===== config.mk =====
export PLATFORM = sky130hd
export DESIGN_NAME = ex_stage
export DESIGN_NICKNAME = d
export VERILOG_FILES = /design/src/rtl/ex_stage_pkg.sv /design/src/rtl/ex_alu.sv /design/src/rtl/ex_stage.sv
export SDC_FILE = /design/constraint.sdc
export NUM_CORES = 1
export LEC_CHECK = 0
export CAP_MARGIN = 15
export CORE_ASPECT_RATIO = 2
export CORE_MARGIN = 1.5
export CORE_UTILIZATION = 46
export DETAILED_ROUTE_END_ITERATION = 16
export PLACE_DENSITY = 0.8
export REMOVE_ABC_BUFFERS = 1
export SETUP_SLACK_MARGIN = 0.5
export SLEW_MARGIN = 5
export SYNTH_ARGS = -nofsm -noshare
export SYNTH_HDL_FRONTEND = slang
export SYNTH_SLANG_ARGS = --single-unit
export TNS_END_PERCENT = 100

===== constraint.sdc =====
create_clock -name clk -period 6.9 [get_ports clk]
set_input_delay 1.38 -clock clk [delete_from_list [all_inputs] [get_ports clk]]
set_output_delay 1.38 -clock clk [all_outputs]
set_load 0.03 [all_outputs]

===== src/rtl/ex_stage_pkg.sv =====
// Shared Y86 execute-stage definitions: instruction codes, ALU function codes,
// condition codes, register sentinel and condition-code bit positions.
package ex_stage_pkg;

  // Instruction codes (low nibble of icode)
  localparam logic [3:0] IHALT   = 4'h0;
  localparam logic [3:0] INOP    = 4'h1;
  localparam logic [3:0] IRRMOVL = 4'h2;
  localparam logic [3:0] IIRMOVL = 4'h3;
  localparam logic [3:0] IRMMOVL = 4'h4;
  localparam logic [3:0] IMRMOVL = 4'h5;
  localparam logic [3:0] IOPL    = 4'h6;
  localparam logic [3:0] IJXX    = 4'h7;
  localparam logic [3:0] ICALL   = 4'h8;
  localparam logic [3:0] IRET    = 4'h9;
  localparam logic [3:0] IPUSHL  = 4'hA;
  localparam logic [3:0] IPOPL   = 4'hB;

  // ALU function codes
  localparam logic [3:0] ALU_ADD = 4'h0;
  localparam logic [3:0] ALU_SUB = 4'h1;
  localparam logic [3:0] ALU_AND = 4'h2;
  localparam logic [3:0] ALU_XOR = 4'h3;

  // Condition codes for jXX / cmovXX
  localparam logic [3:0] C_YES = 4'h0;
  localparam logic [3:0] C_LE  = 4'h1;
  localparam logic [3:0] C_L   = 4'h2;
  localparam logic [3:0] C_E   = 4'h3;
  localparam logic [3:0] C_NE  = 4'h4;
  localparam logic [3:0] C_GE  = 4'h5;
  localparam logic [3:0] C_G   = 4'h6;

  // "No register" destination
  localparam logic [7:0] RNONE = 8'h0F;

  // Bit positions inside the {ZF,SF,OF} condition-code vector
  localparam int unsigned CC_ZF = 2;
  localparam int unsigned CC_SF = 1;
  localparam int unsigned CC_OF = 0;

  // Value the condition codes take out of reset: ZF=1, SF=0, OF=0
  localparam logic [2:0] CC_RESET = 3'b100;

  // Halt state machine
  typedef enum logic {
    ST_RUN    = 1'b0,
    ST_HALTED = 1'b1
  } ex_state_t;

  // Icodes above IPOPL are undefined and stop the machine like halt
  function automatic logic icode_valid(input logic [3:0] ic);
    return ic <= IPOPL;
  endfunction

endpackage


===== src/rtl/ex_alu.sv =====
// Combinational Y86 ALU: valE = aluB op aluA, plus the ZF/SF/OF flags of the
// result. Unknown function codes produce zero with OF clear.
module ex_alu
  import ex_stage_pkg::*;
#(
  parameter int ALU_W = 32
) (
  input  logic signed [ALU_W-1:0] alu_a,
  input  logic signed [ALU_W-1:0] alu_b,
  input  logic        [3:0]       alu_fun,
  output logic signed [ALU_W-1:0] val_e,
  output logic                    zf,
  output logic                    sf,
  output logic                    of
);

  localparam int MSB = ALU_W - 1;

  // Result and overflow; carry out of the adder is deliberately dropped
  always_comb begin
    val_e = '0;
    of    = 1'b0;
    case (alu_fun)
      ALU_ADD: begin
        val_e = alu_b + alu_a;
        of    = (alu_a[MSB] == alu_b[MSB]) && (val_e[MSB] != alu_a[MSB]);
      end
      ALU_SUB: begin
        val_e = alu_b - alu_a;
        of    = (alu_a[MSB] != alu_b[MSB]) && (val_e[MSB] != alu_b[MSB]);
      end
      ALU_AND: val_e = alu_b & alu_a;
      ALU_XOR: val_e = alu_b ^ alu_a;
      default: val_e = '0;
    endcase
  end

  assign zf = (val_e == '0);
  assign sf = val_e[MSB];

endmodule


===== src/rtl/ex_stage.sv =====
// Y86 execute stage: ALU operand muxes, condition-code register, branch/move
// condition evaluation, cmov destination squash and the sticky halt state.
module ex_stage
  import ex_stage_pkg::*;
#(
  parameter int ALU_W = 32
) (
  input  logic             clk,
  input  logic             rst,
  input  logic [7:0]       ex_icode,
  input  logic [7:0]       ex_ifun,
  input  logic [ALU_W-1:0] ex_valA,
  input  logic [ALU_W-1:0] ex_valB,
  input  logic [ALU_W-1:0] ex_valC,
  input  logic [7:0]       ex_dstE,
  input  logic             m_exc,
  input  logic             w_exc,
  output logic [ALU_W-1:0] e_valE,
  output logic             e_cnd,
  output logic [7:0]       e_dstE,
  output logic [2:0]       e_cc,
  output logic             e_halted
);

  localparam logic signed [ALU_W-1:0] STK_DEC = ALU_W'(-4);
  localparam logic signed [ALU_W-1:0] STK_INC = ALU_W'(4);

  logic [3:0] icode;
  logic [3:0] ifun;
  logic       unused_hi;

  assign icode     = ex_icode[3:0];
  assign ifun      = ex_ifun[3:0];
  assign unused_hi = ^{ex_icode[7:4], ex_ifun[7:4]};

  logic signed [ALU_W-1:0] alu_a;
  logic signed [ALU_W-1:0] alu_b;
  logic        [3:0]       alu_fun;
  logic signed [ALU_W-1:0] alu_res;
  logic                    alu_zf;
  logic                    alu_sf;
  logic                    alu_of;

  logic [2:0] cc;
  logic       cc_upd;
  logic       cnd;
  ex_state_t  state;
  ex_state_t  state_nxt;

  // Operand A: register, constant, or stack-pointer step
  always_comb begin
    alu_a = '0;
    case (icode)
      IRRMOVL, IOPL:           alu_a = ex_valA;
      IIRMOVL, IRMMOVL,
      IMRMOVL:                 alu_a = ex_valC;
      ICALL, IPUSHL:           alu_a = STK_DEC;
      IRET, IPOPL:             alu_a = STK_INC;
      default:                 alu_a = '0;
    endcase
  end

  // Operand B: register B for memory, arithmetic and stack instructions
  always_comb begin
    alu_b = '0;
    case (icode)
      IRMMOVL, IMRMOVL, IOPL, ICALL,
      IRET, IPUSHL, IPOPL:     alu_b = ex_valB;
      default:                 alu_b = '0;
    endcase
  end

  assign alu_fun = (icode == IOPL) ? ifun : ALU_ADD;

  ex_alu #(
    .ALU_W (ALU_W)
  ) u_alu (
    .alu_a   (alu_a),
    .alu_b   (alu_b),
    .alu_fun (alu_fun),
    .val_e   (alu_res),
    .zf      (alu_zf),
    .sf      (alu_sf),
    .of      (alu_of)
  );

  assign e_valE = alu_res;

  // Only a well-formed OPl updates CC, and only while no older instruction
  // has faulted and the machine has not halted
  assign cc_upd = (icode == IOPL) && (ifun <= ALU_XOR) &&
                  !m_exc && !w_exc && (state == ST_RUN);

  // Condition-code register
  always_ff @(posedge clk) begin
    if (rst) begin
      cc <= CC_RESET;
    end else if (cc_upd) begin
      cc <= {alu_zf, alu_sf, alu_of};
    end
  end

  assign e_cc = cc;

  // Condition evaluated against the CC value before this cycle's update
  always_comb begin
    cnd = 1'b0;
    case (ifun)
      C_YES:   cnd = 1'b1;
      C_LE:    cnd = (cc[CC_SF] ^ cc[CC_OF]) | cc[CC_ZF];
      C_L:     cnd = cc[CC_SF] ^ cc[CC_OF];
      C_E:     cnd = cc[CC_ZF];
      C_NE:    cnd = !cc[CC_ZF];
      C_GE:    cnd = !(cc[CC_SF] ^ cc[CC_OF]);
      C_G:     cnd = !(cc[CC_SF] ^ cc[CC_OF]) && !cc[CC_ZF];
      default: cnd = 1'b0;
    endcase
  end

  assign e_cnd  = ((icode == IRRMOVL) || (icode == IJXX)) ? cnd : 1'b0;
  assign e_dstE = ((icode == IRRMOVL) && !cnd) ? RNONE : ex_dstE;

  // Halt state register
  always_ff @(posedge clk) begin
    if (rst) begin
      state <= ST_RUN;
    end else begin
      state <= state_nxt;
    end
  end

  // Halt next-state: halt or an undefined icode stops the machine for good
  always_comb begin
    state_nxt = state;
    case (state)
      ST_RUN: begin
        if ((icode == IHALT) || !icode_valid(icode)) begin
          state_nxt = ST_HALTED;
        end
      end
      ST_HALTED: state_nxt = ST_HALTED;
      default:   state_nxt = ST_RUN;
    endcase
  end

  assign e_halted = (state == ST_HALTED);

endmodule

==> qor.csv, run 1 <==
stage;metric;value;unit
status;error;[ERROR GRT-0232] Routing congestion too high. Check the congestion heatmap in the GUI.;
clock_tree;clock_path_buffers;2;
synth;synth_top_cell_by_area;ha_1;
synth;avgSynthCellArea;6.52;sq um
synth;ys_seq_area_share;1.37;%
synth;ys_seq_elements;4;
synth;ys.flop_type;dfxtp_1;
synth;synth.area.top_cells;ha_1 (14%), a21oi_1 (6.9%), a221oi_1 (5.2%);
synth;synth_warnings;0;
global_route;grtUsageTotal;58.1;%
clock_tree;root_buffer;clkbuf_16;
clock_tree;htreeDepth;1;
die;start_util;46.9;%
die;die_h;163;um
global_route;grt_max_degree;22;
synth;synthArstFlopShare;0;%
placement;hpwl;24100;um
synth;synth_cell_type_count;86;
synth;synth_edf_count;0;
clock_tree;clock_sinks;4;
die;die_w;82.8;um
synth;synth.top_cell.area_share;14.1;%
placement;placed_cell_area;9380;sq um
placement;gp_congestion;1.08;
clock_tree;ctsHoldBuffers;0;
timing;endpoint_type;top-level output;
timing;worst_endpoint;e_valE[31];
synth;netlist_area;5850;sq um
synth;syn_inst;898;
global_route;grt_overflow;14;
clock_tree;numCtsBuffers;3;
placement;post-place-cells;1408;
status;status;stopped before the end;
placement;portBuffers;160;
status;failing_step;global routing;
die;num_rows;58;
die;ios;169;
[cell usage after synthesis, types with 8 or more instances]
master / instances
nand3_1: 16
inv_1: 64
a211oi_1: 15
nor2_1: 80
nand2b_1: 15
o21ai_1: 9
ha_1: 66
nor4_1: 10
o211ai_1: 11
or3_1: 11
o31ai_1: 11
o21bai_1: 8
buf_2: 13
nor2b_1: 45
nand4_1: 13
or4_1: 8
o21ai_0: 47
nand2_1: 77
xnor2_1: 14
o21a_1: 10
a21o_1: 8
a21oi_1: 81
a221oi_1: 35
nor3_1: 23
clkbuf_1: 36
and3_1: 8
[timing repair]
action	in CTS
hold endpoints to repair	0
gates cloned	0
resized for setup	95
setup buffers	6
setup endpoints to repair	25
pin swaps	19
[stage by stage]
stage	setup slack (ns)	TNS [ns]	utilization, %
2_1_floorplan	-0.240	-0.448	-
3_3_place_gp	-0.222	-0.869	75.1
3_5_place_dp	-0.378	-1.88	75.1
4_1_cts	0.373	0	79.1
[logic make-up after synthesis]
family | Yosys count | synth area share (%)
multiplexers | 9 | 1.58
AND/OR/NAND/NOR | 337 | 30.2
XOR/XNOR | 14 | 2.10
adder cells (fa/ha/maj) | 68 | 14.8
flip-flops | 4 | 1.37
AO/OA/AOI/OAI | 336 | 40.7
buffers and inverters | 130 | 9.26
[layer usage]
metal | GRT overflow | global-route usage (%)
met5 | 0 | 5.00
met4 | 6 | 61.1
met3 | 1 | 35.0
met2 | 7 | 81.0
met1 | 0 | 54.0
==> inputs of run 2 (changes only) <==
CORE_ASPECT_RATIO = unset   (was 2)
CORE_UTILIZATION = 40   (was 46)
PLACE_DENSITY = unset   (was 0.8)
PLACE_DENSITY_LB_ADDON = 0.15   (was unset)
SETUP_SLACK_MARGIN = unset   (was 0.5)
clock period = 9 ns   (was 6.9 ns; I/O delays follow)
==> run 2 against run 1 <==
Effect of this change:
- synthesized cell count is the same
- the run now ends clean
- area after synthesis is the same
==> qor.csv, run 2 <==
stage;metric;value;unit;change
status;status;finished, final reports clean;;
final_layout;largest_register_ffs;3;;
global_route;grt_pass1_vias;6871;;
min_path;min_path_type;register to register;;
drt;drc;0;;
clock_tree;worst_skew_pair.late_latency;0.23;ns;
worst_setup_path;worstSetupPathType;input pin to output port;;
global_route;grt_max_degree;29;;
synth;synthArstFlopShare;0;%;unchanged
die;die_w;124;um;+50%
clock_tree;postCtsSetupRepairBufs;0;;-6
placement;hpwl;17900;um;-26%
final_layout;antenna_cells;0;;
timing;fin_ws;0.433;ns;
synth;netlist_area;5850;sq um;unchanged
die;die_h;124;um;-24%
drt;wl_per_cell;18.4;um;
worst_setup_path;r2r_slack;7.48;ns;
placement;gp_congestion;0.951;;-12%
clock_tree;ctsHoldBuffers;0;;unchanged
power;irDropWorstVdd;0.0552;mV;
global_route;grt_pass1_wl;35300;um;
drt;routed.top_layer;met4;;
placement;portBuffers;160;;unchanged
timing;slew_headroom;44.4;%;
final_layout;nets;1235;;
timing;timing.hold.ws;0.548;ns;
timing;final.min_clock_period;8.57;ns;
synth;synth_cell_type_count;86;;unchanged
worst_setup_path;crit_arrival;6.77;ns;
global_route;grtUsageTotal;28.6;%;
timing;rsz0062_at_grt;false;;
synth;synth_warnings;0;;unchanged
drt;ant_nets;0;;
synth;ys.flop_type;dfxtp_1;;
timing;slew_viol_final;0;;
final_layout;area_growth;33.5;%;
timing;fin_crit_sh;95.2;%;
drt;drtPass1Iterations;5;;
clock_tree;path_clk_slew;0.03;ns;
power;p_leak;3.26;nW;
die;num_rows;44;;-24%
global_route;grt_overflow;0;;
final_layout;drive_gt1_share;7.97;%;
drt;route.met3.wl;1540;um;
synth;syn_inst;898;;unchanged
die;core-area;14400;sq um;
final_layout;final_core_utilization;54.1;%;
drt;vias_per_cell;6.13;;
power;powerDensity;91.6;nW/um^2;
timing;final.setup_skew;0.00344;ns;
synth;synth.top_cell.area_share;14.1;%;unchanged
synth;synthTopCellsByCount;a21oi_1 (81), nor2_1 (80), nand2_1 (77);;
worst_setup_path;path_max_fanout;16;;
placement;dp_slack;0.406;ns;+0.785 ns
drt;first_iter_violations;642;;
drt;vias;7510;;
synth;synth_edf_count;0;;unchanged
global_route;antenna_found_initial;1;;
final_layout;layout_commonest_cell;clkdlybuf4s50_1;;
synth;synth.most_common_cell;a21oi_1;;
clock_tree;root_buffer;clkbuf_16;;
clock_tree;cts_tree;built;;
drt;met2_length;10100;um;
timing;tns;0;ns;
drt;drt-total-wl;22500;um;
clock_tree;clock_sinks;4;;unchanged
clock_tree;numCtsBuffers;3;;unchanged
clock_tree;cts-resized-gates;0;;-100%
die;ios;169;;unchanged
worst_setup_path;start_kind;input pin;;
synth;avgSynthCellArea;6.52;sq um;unchanged
clock_tree;htreeDepth;1;;unchanged
flow_run;maxCapViolations;0;;
timing;hold_violations;0;;
worst_setup_path;endpoint_kind;output port;;
timing;clock.fmax;117;MHz;
die;die_area;15400;sq um;
die;start_util;40.6;%;-6.3 points
synth;synth.area.top_cells;ha_1 (14%), a21oi_1 (6.9%), a221oi_1 (5.2%);;
worst_setup_path;r2r_start;e_halted;;
synth;synth_top_cell_by_area;ha_1;;
clock_tree;clock_path_buffers;2;;unchanged
synth;ys_seq_elements;4;;unchanged
worst_setup_path;critPathLaunch;ex_icode[1];;
worst_setup_path;crit_required;7.20;ns;
drt;wl_met1;10200;um;
synth;ys_seq_area_share;1.37;%;unchanged
final_layout;layout_common_cells;clkdlybuf4s50_1 (158), nor2_1 (79), a21oi_1 (79);;
min_path;hp-start;e_halted;;
timing;setup_viol;0;;
timing;worstMarginPinSlew;0.830;ns;
[run 2: cell counts after synthesis]
Identical to the previous run, type by type.
[run 2: logic make-up (layout without fill, tap and decap cells)]
group           Yosys count  in the layout  synth area share (%)
flops                     4              4                  1.37
simple gates            337            337                  30.2
buf+inv                 130            273                  9.26
fa+ha+maj                68             68                  14.8
mux                       9              9                  1.58
compound gates          336            336                  40.7
xor+xnor                 14             14                  2.10
[run 2: area by class of cell]
type / instances / area, sq um
repair buffers: 200 / 1900
flip-flops and latches: 4 / 80.1
fillers: 1506 / 6610
clock buffers: 3 / 75.1
inverters: 70 / 263
multi-input cells: 764 / 5270
well taps: 184 / 230
[run 2: through the flow]
step	total power [mW]	std cells	instance area, sq um
finish	0.715	1225	7810
global route	0.770	1225	7810
CTS	0.709	1225	7800
detailed placement	0.633	1222	7730
global placement	0.632	1222	7730
floorplan	0.406	838	5570
[run 2: worst paths after layout]
path                      to  cells past startpoint
hold reg to reg     e_halted                      2
setup reg to reg     e_cc[2]                      3
hold / removal      e_halted                      2
setup / recovery  e_valE[31]                     19
[run 2: layer usage]
metal,track usage [%],vias up
met2,47.5,342
met1,39.7,3453
met3,2.20,58
met5,0,-
met4,7.95,0
li1,-,3657
[run 2: power breakdown]
group          switching [mW]  leakage (nW)  internal [mW]
sequential           0.000367        0.0325         0.0183
combinational           0.367          3.19          0.259
clock                  0.0138        0.0370         0.0569
[run 2: critical path, cell delays in order]
cell and delay [ns]:
clkdlybuf4s50_1 0.69, nand2b_1 0.14, nor2_2 0.44, buf_4 0.21, buf_4 0.22, a221oi_1 0.13
ha_1 0.50, inv_1 0.21, a21oi_1 0.24, o31a_1 0.20, nor4b_1 0.25, a21oi_1 0.23
a31o_1 0.27, or4b_1 0.54, nand2_1 0.12, a21oi_1 0.07, o21ai_0 0.21, a21o_1 0.12
buf_4 0.16
No activity file was read; power rests on OpenSTA's default activity.
